--- config.mk ---
export PLATFORM = sky130hd
export DESIGN_NAME = nanosoc_busmatrix_input_stage
export DESIGN_NICKNAME = d
export VERILOG_FILES = /design/src/rtl/nanosoc_busmatrix_input_stage.sv
export SDC_FILE = /design/constraint.sdc
export NUM_CORES = 1
export LEC_CHECK = 0
export ABC_AREA = 1
export BUFFER_PORTS_ARGS = -buffer_cell sky130_fd_sc_hd__clkbuf_2
export CORE_ASPECT_RATIO = 0.9
export CORE_MARGIN = 10
export CORE_UTILIZATION = 45
export DETAILED_ROUTE_END_ITERATION = 10
export PLACE_DENSITY = 0.79
export SETUP_SLACK_MARGIN = 0.05
export SYNTH_ARGS = -nofsm -noshare
export SYNTH_HDL_FRONTEND = slang
export SYNTH_SLANG_ARGS = --single-unit
--- constraint.sdc ---
create_clock -name HCLK -period 2 [get_ports HCLK]
set_input_delay 0.4 -clock HCLK [delete_from_list [all_inputs] [get_ports HCLK]]
set_output_delay 0.4 -clock HCLK [all_outputs]
set_load 0.05 [all_outputs]
--- src/rtl/nanosoc_busmatrix_input_stage.sv ---
// Bus matrix input stage: a one-entry holding register between an AHB master port and the decoder/arbiters.
// Compile option NANOSOC_INPUT_STAGE_SEQ_TO_NONSEQ_EN re-presents held SEQ beats as NONSEQ/INCR.
module nanosoc_busmatrix_input_stage #(
  parameter int ADDR_W = 32
) (
  input  logic              HCLK,
  input  logic              HRESETn,
  input  logic              HSELS,
  input  logic [1:0]        HTRANSS,
  input  logic [ADDR_W-1:0] HADDRS,
  input  logic              HWRITES,
  input  logic [2:0]        HSIZES,
  input  logic [2:0]        HBURSTS,
  input  logic [3:0]        HPROTS,
  input  logic              HMASTLOCKS,
  input  logic              HREADYS,
  output logic              HREADYOUTS,
  output logic              HRESPS,
  output logic [1:0]        TRANSM,
  output logic [ADDR_W-1:0] ADDRM,
  output logic              WRITEM,
  output logic [2:0]        SIZEM,
  output logic [2:0]        BURSTM,
  output logic [3:0]        PROTM,
  output logic              MASTLOCKM,
  input  logic              active_dec,
  input  logic              readyout_dec,
  input  logic              resp_dec
);

  localparam logic [1:0] TRANS_IDLE = 2'b00;

  logic              pend;
  logic              data_phase;
  logic [1:0]        reg_trans;
  logic [ADDR_W-1:0] reg_addr;
  logic              reg_write;
  logic [2:0]        reg_size;
  logic [2:0]        reg_burst;
  logic [3:0]        reg_prot;
  logic              reg_mastlock;

  logic              valid_in;
  logic              accept;
  logic              capture;
  logic [1:0]        held_trans;
  logic [2:0]        held_burst;

  assign valid_in = HSELS & HTRANSS[1] & HREADYS;
  assign accept   = active_dec & readyout_dec;
  assign capture  = valid_in & ~pend & ~accept;

`ifdef NANOSOC_INPUT_STAGE_SEQ_TO_NONSEQ_EN
  localparam logic [1:0] TRANS_NONSEQ = 2'b10;
  localparam logic [1:0] TRANS_SEQ    = 2'b11;
  localparam logic [2:0] BURST_INCR   = 3'b001;

  // A held beat may be issued after the slave lost burst context, so restart it as an undefined-length burst.
  assign held_trans = (reg_trans == TRANS_SEQ) ? TRANS_NONSEQ : reg_trans;
  assign held_burst = (reg_trans == TRANS_SEQ) ? BURST_INCR : reg_burst;
`else
  assign held_trans = reg_trans;
  assign held_burst = reg_burst;
`endif

  assign TRANSM    = pend ? held_trans   : (HSELS ? HTRANSS : TRANS_IDLE);
  assign ADDRM     = pend ? reg_addr     : HADDRS;
  assign WRITEM    = pend ? reg_write    : HWRITES;
  assign SIZEM     = pend ? reg_size     : HSIZES;
  assign BURSTM    = pend ? held_burst   : HBURSTS;
  assign PROTM     = pend ? reg_prot     : HPROTS;
  assign MASTLOCKM = pend ? reg_mastlock : HMASTLOCKS;

  // Outside a data phase the only reason to stall the master is an unissued held transfer.
  assign HREADYOUTS = data_phase ? readyout_dec : ~pend;
  assign HRESPS     = data_phase & resp_dec;

  always_ff @(posedge HCLK or negedge HRESETn) begin
    if (!HRESETn) begin
      pend         <= 1'b0;
      data_phase   <= 1'b0;
      reg_trans    <= '0;
      reg_addr     <= '0;
      reg_write    <= 1'b0;
      reg_size     <= '0;
      reg_burst    <= '0;
      reg_prot     <= '0;
      reg_mastlock <= 1'b0;
    end else begin
      if (capture) begin
        pend         <= 1'b1;
        reg_trans    <= HTRANSS;
        reg_addr     <= HADDRS;
        reg_write    <= HWRITES;
        reg_size     <= HSIZES;
        reg_burst    <= HBURSTS;
        reg_prot     <= HPROTS;
        reg_mastlock <= HMASTLOCKS;
      end else if (pend && accept) begin
        pend <= 1'b0;
      end

      if (accept && TRANSM[1]) begin
        data_phase <= 1'b1;
      end else if (readyout_dec) begin
        data_phase <= 1'b0;
      end
    end
  end

endmodule

==> flow_metrics.tcl <==
set metrics [dict create \
    outcome "finished clean" \
    die_x_um 98.5 \
    port-buffer-count 100 \
    setup_ws_ns 0.138 \
    worstPathRequired_ns 1.60 \
    fmax_mhz 537 \
    core_sq_mm 0.00532 \
    critical_path_class "reg -> out" \
    drive_gt1_frac 0.261 \
    skew_ns 0.00338 \
    wirelength_um 7540 \
    met1_usage 0.195 \
    cts_tree "yes" \
    synth_fa_ha_area_frac 0 \
    ctsHoldBuffers 0 \
    placed_cells 515 \
    finalHoldViolations 0 \
    fin_cells 523 \
    r2r_cells 6 \
    antenna_found_initial 0 \
    gp_congestion 0.765 \
    syn_inst 361 \
    use_met3 0.0474 \
    synth-xor-area-share 0 \
    ys_warn_count 0 \
    relSlewSlack 0.592 \
    fin_crit_sh 0.931 \
    synth_simple_gate_area_frac 0.447 \
    grt_overflow_total 0 \
    firstDrtPassIters 4 \
    die_y_um 90.7 \
    postCtsSetupRepairBufs 0 \
    tns_ns 0 \
    track_usage 0.168 \
    drt-initial-drc-count 159 \
    dieArea_sq_mm 0.00893 \
    clk_path_buf_depth 2 \
    ys_seq_area_frac 0.481 \
    cellLeakagePower_nw 2.16 \
    syn_nets 414 \
    busiest_layer "met2" \
    slew_viol_final 0 \
    htree_levels 2 \
    reg2reg_slack_ns 0.43 \
    netlist_area_sq_mm 0.00250 \
    power_density_mw_per_mm2 996 \
    root_buffer "clkbuf_8" \
    ys_ff_latch 48 \
    regToRegEndpoint "reg_addr[26]" \
    synth_compound_area_frac 0.0125 \
    final_cell_mix "232 x nand2_1, 55 x clkbuf_2, 48 x dfrtp_1" \
    start_util 0.469 \
    vdd.ir_drop.worst_uv 546 \
    grt_setup_unrepaired "false" \
    via_per_inst 4.93 \
    place_hpwl_um 5730 \
    critPathMaxFanout 36 \
    wl_per_cell_um 14.4 \
    diodes 0 \
    hold_slack_ns 0.0943 \
    grt_max_degree 46 \
    cap_violations 0 \
    rows 25 \
    drc 0 \
    cts_buffers 5 \
    tightestPinTransition_ns 0.612 \
    synthMuxAreaShare 0 \
    setup_violations 0 \
    met2_usage 0.284 \
    via_count 2579 \
    synth_top_family_by_area "simple AND/OR/NAND/NOR gates" \
    endpoint_kind "output port" \
    cp-start-kind "flip-flop" \
    fin_crit_ns 1.86 \
    cts_num_sinks 48 \
    clkLatencyLatePin_ns 0.30 \
    synthDistinctLibCells 14 \
    crit_arrival_ns 1.46 \
    ant_nets 0 \
    area_growth_syn_to_layout_pct 53.1 \
    grt_pass1_wl_um 12600 \
    nets 508 \
    clk_pin_slew_ns 0.09 \
    cts_resized 0 \
    final_common_cell "nand2_1" \
    r2r_start "pend" \
    dp_slack_ns 0.410 \
    holdCritPathClass "in -> async" \
    first_global_vias 2629 \
    ioPinCount 101 \
    avgSynthCellArea_sq_um 6.91 \
]
-- registers in the layout, summed over array words and instances (netlist names) --
register / flops
reg_mastlock: 1
pend: 1
reg_size: 3
reg_write: 1
data_phase: 1
reg_addr: 32
reg_prot: 4
held_trans: 2
held_burst: 3
-- worst max path at each step --
stage | slack [ns] | cells past startpoint | to | start
final | 0.14 | 4 | TRANSM[1] | pend
after global routing | 0.05 | 5 | ADDRM[15] | pend
after CTS | 0.11 | 4 | TRANSM[1] | pend
after detailed placement | 0.41 | 6 | reg_prot[0] | pend
after global placement | 0.50 | 6 | reg_addr[29] | pend
after floorplan | 0.06 | 3 | HREADYOUTS | pend
-- final cells by class --
cell class              count  area (sq um)
fillers                   434          1500
repair buffers            109          1270
flip-flops and latches     48          1200
multi-input cells         284          1150
clock buffers               7          86.3
well taps                  67          83.8
inverters                   7          26.3
clock inverters             1          7.51
-- worst max-delay path, cell delays in order, from the launching register on --
cell and delay (ns):
dfrtp_1 0.44, buf_12 0.22, nand2_1 0.08, o21ai_1 0.10
clkbuf_2 0.31
-- kinds of logic after synthesis --
family	Yosys count
AOI/OAI and AO/OA	4
buffers and inverters	29
DFF	48
and+or+nand+nor	280
-- synthesized netlist by cell type --
master	instances	area (sq um)
o21ai_0	2	10.0
nand3_1	46	230
buf_2	10	50.1
inv_2	1	3.75
a21oi_1	1	5.00
nor2_4	1	11.3
a21oi_4	1	16.3
nand2_1	232	871
buf_4	1	7.51
dfrtp_1	48	1200
nor2_1	1	3.75
inv_1	6	22.5
buf_6	3	33.8
clkbuf_1	8	30.0
-- power breakdown --
group / total, W / internal, W / switching (W)
sequential: 0.00134 / 0.00121 / 0.000134
clock: 0.000592 / 0.000281 / 0.000311
combinational: 0.00187 / 0.000776 / 0.00110
total: 0.00380 / 0.00226 / 0.00154
-- stage by stage --
stage	instance area [sq um]	utilization	total power [W]
global placement	3730	0.701	0.00318
detailed placement	3730	0.701	0.00325
floorplan	2500	-	0.00235
finish	3820	0.719	0.00380
CTS	3820	0.719	0.00384
global route	3820	0.719	0.00403
-- routing by layer --
layer / part of all wire / routed length, um
met1: 0.40 / 2990
met2: 0.52 / 3910
met3: 0.065 / 491
met4: 0.020 / 149
met5: 0 / 0
(Power assumes the default switching activity.)
